**config.mk**
```make
export PLATFORM = sky130hd
export DESIGN_NAME = div_ctrl
export DESIGN_NICKNAME = d
export VERILOG_FILES = /design/src/rtl/div_ctrl.sv
export SDC_FILE = /design/constraint.sdc
export NUM_CORES = 1
export LEC_CHECK = 0
export ABC_AREA = 0
export BUFFER_PORTS_ARGS = -buffer_cell sky130_fd_sc_hd__buf_2
export CAP_MARGIN = 5
export CORE_MARGIN = 4
export CORE_UTILIZATION = 65
export DETAILED_ROUTE_END_ITERATION = 16
export PLACE_DENSITY_LB_ADDON = 0.3
export SYNTH_ARGS = -nofsm -noshare
export SYNTH_HDL_FRONTEND = slang
export SYNTH_SLANG_ARGS = --single-unit
```
**constraint.sdc**
```tcl
create_clock -name clk -period 9.3 [get_ports clk]
set_clock_uncertainty 0.1 [all_clocks]
set_input_delay 0.465 -clock clk [delete_from_list [all_inputs] [get_ports clk]]
set_output_delay 0.465 -clock clk [all_outputs]
set_load 0.01 [all_outputs]
```
**src/rtl/div_ctrl.sv**
```systemverilog
// Iterative 32-bit restoring divider for div/divu/rem/remu.
// Define DIV_EARLY_OUT_EN to finish divide-by-zero and signed overflow without iterating.
module div_ctrl (
  input  logic        clk,
  input  logic        reset_n,
  input  logic        start_i,
  input  logic [4:0]  alu_op_i,
  input  logic [31:0] op_a_i,
  input  logic [31:0] op_b_i,
  input  logic        flush_i,
  output logic        busy_o,
  output logic        done_o,
  output logic [31:0] result_o
);

  typedef enum logic [1:0] {IDLE, CALC, FIX, DONE} state_t;

  state_t      state;
  logic [4:0]  cnt;
  logic [31:0] quo;
  logic [31:0] rem;
  logic [31:0] dsr;
  logic        is_rem;
  logic        a_neg;
  logic        q_neg;
  logic        dz;

  logic        valid_op;
  logic        sgn_in;
  logic        zero_in;
  logic        early;
  logic [31:0] a_abs;
  logic [31:0] b_abs;
  logic [32:0] shl;
  logic [32:0] diff;
  logic        ge;

  assign valid_op = (alu_op_i == 5'b01110) || (alu_op_i == 5'b01111)
                 || (alu_op_i == 5'b10000) || (alu_op_i == 5'b10001);
  assign sgn_in   = ~alu_op_i[0];
  assign zero_in  = (op_b_i == 32'd0);
  assign a_abs    = (sgn_in && op_a_i[31]) ? -op_a_i : op_a_i;
  assign b_abs    = (sgn_in && op_b_i[31]) ? -op_b_i : op_b_i;

`ifdef DIV_EARLY_OUT_EN
  logic ovf_in;
  assign ovf_in = sgn_in && (op_a_i == 32'h8000_0000) && (op_b_i == 32'hFFFF_FFFF);
  assign early  = zero_in || ovf_in;
`else
  assign early  = 1'b0;
`endif

  // quo doubles as the dividend shift register; quotient bits enter at the bottom
  assign shl  = {rem, quo[31]};
  assign diff = shl - {1'b0, dsr};
  assign ge   = ~diff[32];

  always_ff @(posedge clk or negedge reset_n) begin
    if (!reset_n) begin
      state    <= IDLE;
      cnt      <= 5'd0;
      quo      <= 32'd0;
      rem      <= 32'd0;
      dsr      <= 32'd0;
      is_rem   <= 1'b0;
      a_neg    <= 1'b0;
      q_neg    <= 1'b0;
      dz       <= 1'b0;
      busy_o   <= 1'b0;
      done_o   <= 1'b0;
      result_o <= 32'd0;
    end else begin
      done_o <= 1'b0;
      if (flush_i) begin
        state  <= IDLE;
        busy_o <= 1'b0;
      end else begin
        unique case (state)
          IDLE: begin
            if (start_i && valid_op) begin
              busy_o <= 1'b1;
              is_rem <= alu_op_i[4];
              a_neg  <= sgn_in & op_a_i[31];
              q_neg  <= sgn_in & (op_a_i[31] ^ op_b_i[31]);
              dz     <= zero_in;
              dsr    <= b_abs;
              cnt    <= 5'd31;
              if (early) begin
                quo   <= zero_in ? 32'hFFFF_FFFF : 32'h8000_0000;
                rem   <= zero_in ? op_a_i : 32'd0;
                state <= DONE;
              end else begin
                quo   <= a_abs;
                rem   <= 32'd0;
                state <= CALC;
              end
            end
          end
          CALC: begin
            rem <= ge ? diff[31:0] : shl[31:0];
            quo <= {quo[30:0], ge};
            cnt <= cnt - 5'd1;
            if (cnt == 5'd0) state <= FIX;
          end
          FIX: begin
            // divide-by-zero quotient is all ones regardless of sign
            if (dz) quo <= 32'hFFFF_FFFF;
            else if (q_neg) quo <= -quo;
            if (a_neg) rem <= -rem;
            state <= DONE;
          end
          DONE: begin
            done_o   <= 1'b1;
            result_o <= is_rem ? rem : quo;
            busy_o   <= 1'b0;
            state    <= IDLE;
          end
          default: state <= IDLE;
        endcase
      end
    end
  end

endmodule

```
======== Word level (Yosys, flattened, before mapping) ========
Index checks and enable logic that the tools add are counted.
word-level totals
  flip-flop bits (word level) ............. 141
  input bits .............................. 73
  output and inout port bits .............. 34
  word-level logic and storage cells ...... 77
cells by class
  $add $sub $neg .......................... 6
  equal/unequal tests ..................... 12
  multiplexer cells ....................... 22
  bitwise logic cells ..................... 6
  reductions and logical operators ........ 19
operator list
  kind                                               number
  2-to-1 mux 32 bit                                  9
  case mux 32 bit (3 select lines)                   2
  negation 32 bit                                    4
  subtractor 33 x 32 -> 33 bit                       1
  logical NOT 32 bit                                 1
  == test 5 x 4 -> 1 bit (second input constant)     2
  == test 5 bit (second input constant)              2
  case mux 5 bit (2 select lines)                    1
  != test 3 bit (second input constant)              3
  case mux 2 bit (4 select lines)                    1
  AND reduction 4 bit                                2
  2-to-1 mux 2 bit                                   3
  AND reduction 2 bit                                3
  AND reduction 3 bit                                2
  nonzero test 3 bit                                 2
  logical NOT 5 bit                                  1
  2-to-1 mux 5 bit                                   1
  subtractor 5 x 1 -> 5 bit (second input constant)  1
  == test 2 bit (second input constant)              2
  2-to-1 mux 1 bit                                   4
  != test 2 bit (second input constant)              2
  logical AND 1 bit                                  3
  logical OR 1 bit                                   3
  NOT 1 bit                                          3
  6 further kinds                                    7

======== Depth between registers and ports, before layout ========
Gate-level depths: netlist of the first run.
  depth in word-level cells ............... 8
  mapped depth ............................ 13

======== Worst setup path before layout of the first run ========
Ideal clock, no wire load.
  path kind ............................... flip-flop to flip-flop
  start ................................... reg rem[10]
  end ..................................... reg rem[1]
  arrival ................................. 2.716 ns
  setup slack ............................. 6.358 ns
  cell stages (with the launch flop) ...... 12
  buffers on the path ..................... 2
  clock period less this slack ............ 2.942 ns
  cells stage by stage .................... dfrtp_1 > ha_1 > buf_4 > and4_1 > nand2_1 > or4b_4 > o21ai_4 > a221oi_2 > xnor2_2 > buf_6 > mux2i_1 > a221o_1
between the ends
  cells in the longest elaborated chain, start to end .. 3
RTL lines
  element                           RTL line  source
  from (decl)                       21        logic [31:0] rem;
  from (signal assigned)            90        rem <= zero_in ? op_a_i : 32'd0;
  from (signal assigned)            100       rem <= ge ? diff[31:0] : shl[31:0];
  from (signal assigned)            109       if (a_neg) rem <= -rem;
  subtractor 33 x 32 -> 33 bit      55        assign diff = shl - {1'b0, dsr};
  2-to-1 mux 32 bit                 100
  case mux 32 bit (3 select lines)  78        unique case (state)
No other way between the ends.
A chain may end at the register's enable or synchronous reset.

======== Worst setup path after layout of the first run ========
  start ................................... reg quo[31]
  end ..................................... reg rem[1]
between the ends
  cells in the longest elaborated chain, start to end .. 3
RTL lines
  element                           RTL line  source
  from (decl)                       20        logic [31:0] quo;
  from (signal assigned)            89        quo <= zero_in ? 32'hFFFF_FFFF : 32'h8000_0000;
  from (signal assigned)            93        quo <= a_abs;
  from (signal assigned)            101       quo <= {quo[30:0], ge};
  subtractor 33 x 32 -> 33 bit      55
  2-to-1 mux 32 bit                 100
  case mux 32 bit (3 select lines)  78
No other way between the ends.

==> results.md, run 1 <==
- Share of cells above drive strength 1: 11.4%
- Distinct cells, synth: 75
- Post-synth EDFFs: 0
- P_leak: 5.43 nW
- Worst Slack Setup Final: 5.39 ns
- IO Pins: 107
- Max-Cap Viols: 0
- CTS Buf Count: 17
- WL met3: 2.88 mm
- Critical Path AT: 4.13 ns
- Startpoint types: register
- Area grow syn2layout: 10.7%
- Async S/R FF share, synth: 100%
- Starting Density: 66.9%
- Port Buffers: 106
- Antenna diodes: 0
- Worst-skew pair later-pin latency: 0.44 ns
- Drt wl/cell: 19.4 um
- Max Fclk: 256 MHz
- HP Class: input port to register
- #FFs+latches synth: 141
- Critical Path RT: 9.52 ns
- Pre-CTS WS: 5.50 ns
- Multi-input gate area: 7080 sq um
- Delay-heaviest family, CP: compound AO/OA/AOI/OAI gates
- Setup total negative slack: 0 ns
- Post-CTS setup buffers: 0
- Routed vias: 11200
- First-pass GRT wire length: 53.3 mm
- Filler instances: 1309
- Vias/cell: 6.50
- CP max-delay cell: buf_4
- Initial antenna violation count: 0
- Largest net degree at the start of global routing: 85
- Root Driver: clkbuf_16
- Worst-case clock buffer depth: 2
- Fin nets: 1602
- DIE HEIGHT: 139 um
- Die width: 139 um
- Worst-Margin Slew: 1.12 ns
- Syn Inst Count: 1436
- Global route overflow: 0
- Synthesized area: 11200 sq um
- Core Util, Final: 74.1%
- Top sig layer: met4
- Final setup viols: 0
- # rows: 47
- Final wirelength: 33.3 mm
- Mapped Avg Cell Area: 7.81 sq um
- H-tree Lvls: 4
- Critical path class: register to register
- CP endpoint kind: register
- Run status: finished clean
- Clk sinks: 141
- Crit path largest cell delay: 0.50 ns
- Slew HR: 25.2%
- WP buf/inv: 2
- Met2 WL: 15.4 mm
- Crit-path cells: inv_1 -> ha_1 -> fa_1 -> nand2b_1 -> a211oi_1 -> nor4_1 -> o21ai_4 -> a221oi_2 -> xnor2_4 -> buf_4 -> mux2i_1 -> a221o_1
- VDD IR max: 0.247 mV
- Post-synthesis sequential area ratio: 31.5%
- Core area: 16800 sq um
- Slew Limit Fails: 0
- DRC violations left: 0
- Tmin final: 3.91 ns
- Final Hold Viols: 0
- FF/Latch Area: 3530 sq um
- CTS tree: built
- Critical path peak fanout: 30
- RSZ-0062 raised after global routing: false
- Routability cong.: 0.969
- WL met1: 13.9 mm
- Final Hold Slack: 0.192 ns
- Clock-pin slew on the worst setup and hold paths: 0.07 ns
- Synth Flop Type: dfrtp_1
- Vias in the first global route: 10300
- Antenna Nets Post-Route: 0
- Synth Warn #: 0
- DRT Pass-1 Iters: 7
- Die ar.: 19400 sq um
- Initial DRC count: 1522
- GRT Overall Usage: 33.7%
- PD cells: 265 nW/um^2
- Fin crit share: 42.0%
- DP Wirelength: 23.7 mm
- Syn Nets: 1552
[per-layer routing]
layer	up-vias	global-route usage (%)
met4	0	13.4
li1	5210	-
met5	-	0
met3	105	4.39
met2	617	53.8
met1	5243	46.7
[power by group]
part           switching [mW]  total [mW]  internal [mW]
Sequential              0.259        1.05          0.790
Combinational           0.915        1.52          0.601
Clock                   0.294       0.728          0.434
Total                    1.47        3.29           1.83
[cells in the final DEF (no fill, tap or decap), types with 58 or more instances in the layout]
master / instances
a21oi_1: 128
buf_2: 105
dfrtp_1: 140
inv_1: 71
nand2_1: 181
nor2_1: 91
nor3_1: 58
o21ai_0: 102
o21ai_1: 91
xnor2_1: 67
[cell families (layout without fill, tap and decap cells)]
family / Yosys count / after routing / share of synthesized area [%]
adders and majority gates: 43 / 43 / 4.87
DFF: 141 / 141 / 31.5
muxes: 60 / 60 / 5.41
buffers and inverters: 159 / 222 / 5.56
xor gates and xnor gates: 114 / 114 / 8.98
AOI/OAI and AO/OA: 445 / 445 / 23.2
and+or+nand+nor: 474 / 474 / 20.5
[sequential cells by signal, indices dropped and copies added (netlist names)]
register and count:
a_neg 1, busy_o 1, cnt 5, done_o 1, dsr 32, dz 1
is_rem 1, q_neg 1, quo 32, rem 32, result_o 32, state 2
[cells in the mapped netlist, types with 7 or more instances]
cell / n / area share (%)
a211oi_1: 8 / 0.54
a21o_1: 15 / 1.0
a21oi_1: 128 / 5.7
a31oi_1: 14 / 0.78
and2_1: 7 / 0.39
and3_1: 8 / 0.45
clkbuf_1: 78 / 2.6
dfrtp_1: 141 / 31
ha_1: 42 / 4.7
inv_1: 71 / 2.4
mux2i_1: 55 / 4.9
nand2_1: 181 / 6.1
nand2b_1: 10 / 0.56
nand3_1: 23 / 1.0
nand4_1: 17 / 0.95
nor2_1: 91 / 3.0
nor2b_1: 7 / 0.39
nor3_1: 58 / 2.6
nor3b_1: 11 / 0.74
nor4_1: 15 / 0.84
o211ai_1: 13 / 0.87
o21ai_0: 102 / 4.6
o21ai_1: 91 / 4.1
o31ai_1: 15 / 1.0
or3_1: 12 / 0.67
or4_1: 7 / 0.47
xnor2_1: 67 / 5.2
xor2_1: 46 / 3.6
[final cells by class]
cell class,count,share of cell area [%]
tap,220,2.22
clock buffer,18,3.54
clock inverter,14,1.45
timing repair buffer,119,5.13
sequential,141,28.4
inverter,71,2.15
multi-input combinational,1136,57.1
[worst register-to-register path, cell delays in order, from the launching register on]
cell	delay, ns
dfrtp_1	0.38
inv_1	0.09
ha_1	0.24
fa_1	0.42
nand2b_1	0.20
a211oi_1	0.47
nor4_1	0.18
o21ai_4	0.24
a221oi_2	0.12
xnor2_4	0.35
buf_4	0.50
mux2i_1	0.15
a221o_1	0.34
[path summary, 6_finish.rpt]
| check | from | end | slack (ns) | depth (start not counted) |
|---|---|---|---|---|
| hold / removal | alu_op_i[4] | is_rem | 0.19 | 2 |
| setup reg to reg | quo[31] | rem[1] | 5.39 | 12 |
| min in group asynchronous | reset_n | quo[4] | 0.46 | 2 |
| hold reg to reg | result_o[14] | result_o[14] | 0.37 | 2 |
| max in group asynchronous | reset_n | is_rem | 7.07 | 3 |
| setup / recovery | quo[31] | rem[1] | 5.39 | 12 |
[repair_timing]
item	CTS	global route
gates resized for setup	0	0
hold buffers	1	0
hold endpoints to repair	57	0
[stage by stage]
stage	cells	cell area [sq um]	total power, mW
after floorplan	1436	11200	2.09
after global placement	1686	11800	2.46
final	1719	12400	3.29
after detailed placement	1686	11800	2.50
after global routing	1719	12400	3.49
after CTS	1719	12400	3.25
(Power assumes the default switching activity.)
==> run 2: changes to the inputs <==
CORE_UTILIZATION = 61   (was 65)
clock period = 4 ns   (was 9.3 ns; I/O delays follow)
==> run 2 against run 1 <==
First-iteration DRC count decreased by 12%; largest power group unchanged; combinational power increased by 130%; register-to-register slack worse by 5.0 ns; routed wire length is 0.23% lower; critical path depth stayed put; die area is 6.2% higher; sequential share of layout area decreased by 0.51 points; core utilization fell by 3.9 points; power rose by 130%; clock power rose by 120%; critical endpoint is now rem[12]; maximum frequency increased by 7.8%.
==> results.md, run 2 (synthesis gave the netlist of run 1 again) <==
- Routed vias: 11200
- Core area: 18000 sq um
- CP max-delay cell: a211oi_1
- Delay-heaviest family, CP: compound AO/OA/AOI/OAI gates
- Crit-path cells: inv_1 -> ha_1 -> fa_1 -> nand2b_1 -> a211oi_1 -> nor4_1 -> o21ai_4 -> a221oi_2 -> xnor2_4 -> buf_4 -> mux2i_1 -> o21ai_1
- Post-CTS setup buffers: 0
- Vias/cell: 6.36
- Final wirelength: 33.2 mm
- Die ar.: 20600 sq um
- Clk sinks: 141
- P_leak: 5.54 nW
- Worst-Margin Slew: 1.13 ns
- Max-Cap Viols: 0
- Largest net degree at the start of global routing: 92
- Max Fclk: 276 MHz
- Area grow syn2layout: 12.7%
- Commonest non-fill, non-tap cells in the layout: nand2_1, dfrtp_1, a21oi_1
- Root Driver: clkbuf_16
- Fin crit share: 90.6%
- Crit path largest cell delay: 0.47 ns
- Worst-case clock buffer depth: 2
- Routability cong.: 0.973
- Initial antenna violation count: 0
- GRT Overall Usage: 32.9%
- Final Hold Viols: 0
- CTS tree: built
- Filler instances: 1500
- Pre-CTS WS: 0.481 ns
- Startpoint types: register
- Initial DRC count: 1338
- Global route overflow: 0
- Share of cells above drive strength 1: 12.2%
- PD cells: 597 nW/um^2
- Critical Path RT: 4.19 ns
- Clock-pin slew on the worst setup and hold paths: 0.06 ns
- HP Class: input port to register
- Drt wl/cell: 18.9 um
- IO Pins: 107
- Vias in the first global route: 10500
- DRC violations left: 0
- DP Wirelength: 24.2 mm
- VDD IR max: 0.423 mV
- Tmin final: 3.62 ns
- Antenna Nets Post-Route: 0
- Critical path peak fanout: 14
- Critical path class: register to register
- Worst Slack Setup Final: 0.375 ns
- Fin nets: 1631
- RSZ-0062 raised after global routing: false
- First-pass GRT wire length: 54.0 mm
- Setup total negative slack: 0 ns
- Die width: 144 um
- Critical Path AT: 3.81 ns
- H-tree Lvls: 4
- Starting Density: 62.2%
- Final setup viols: 0
- CTS Buf Count: 17
- WP buf/inv: 2
- DIE HEIGHT: 144 um
- Run status: finished clean
- CP endpoint kind: register
- Slew Limit Fails: 0
- Slew HR: 24.6%
- Antenna diodes: 0
- Port Buffers: 106
- Worst-skew pair later-pin latency: 0.44 ns
- DRT Pass-1 Iters: 6
- Commonest non-fill, non-tap cell in the layout: nand2_1
- # rows: 49
[run 2: final timing paths]
| path | to | startpoint | cells after the start | slack [ns] |
|---|---|---|---|---|
| hold reg to reg | result_o[15] | result_o[15] | 2 | 0.37 |
| setup reg to reg | rem[12] | quo[31] | 12 | 0.38 |
| max in group asynchronous | dsr[9] | reset_n | 3 | 2.55 |
| hold / removal | dsr[18] | op_b_i[18] | 3 | 0.01 |
| setup / recovery | rem[12] | quo[31] | 12 | 0.38 |
| min in group asynchronous | quo[1] | reset_n | 2 | 0.30 |
[run 2: layout make-up]
cell class | count | area [sq um] | area share, %
clock buffers | 18 | 439 | 3.48
clock inverters | 14 | 145 | 1.15
inverters | 71 | 267 | 2.11
multi-input cells | 1136 | 7080 | 56.0
flip-flops and latches | 141 | 3530 | 27.9
well taps | 229 | 287 | 2.27
repair buffers | 148 | 887 | 7.02
[run 2: report_power, final]
| part | switching (mW) | leakage [nW] | internal, mW |
|---|---|---|---|
| clock network | 0.668 | 0.278 | 0.933 |
| registers | 0.595 | 1.84 | 1.84 |
| logic | 2.08 | 3.43 | 1.43 |
| total | 3.35 | 5.54 | 4.20 |
[run 2: timing repair]
| item | CTS | global route |
|---|---|---|
| resized for setup | 0 | 0 |
| hold endpoints to repair | 105 | 0 |
| hold buffers | 14 | 0 |
[run 2: metrics by stage]
step           power, mW  instance area (sq um)  std cells  util [%]  hold WS, ns
2_1_floorplan       4.87                  11200       1436         -       -0.196
3_3_place_gp        5.75                  11900       1711      66.1        0.236
3_5_place_dp        5.84                  11900       1711      66.1        0.245
4_1_cts             7.47                  12600       1757      70.1      0.00151
5_1_grt             8.06                  12600       1757      70.1       0.0129
6_report            7.55                  12600       1757      70.1       0.0142
[run 2: metal layers]
layer | GRT usage, % | vias to the layer above | part of all wire (%)
li1 | - | 5284 | -
met2 | 51.8 | 606 | 46
met5 | 0 | - | 0
met3 | 6.99 | 95 | 9.3
met4 | 11.6 | 0 | 3.1
met1 | 45.0 | 5186 | 42
[run 2: worst reg2reg max path, cell delays in order (launching register included)]
cell,delay (ns)
dfrtp_1,0.40
inv_1,0.09
ha_1,0.23
fa_1,0.39
nand2b_1,0.21
a211oi_1,0.47
nor4_1,0.20
o21ai_4,0.26
a221oi_2,0.14
xnor2_4,0.33
buf_4,0.33
mux2i_1,0.25
o21ai_1,0.08
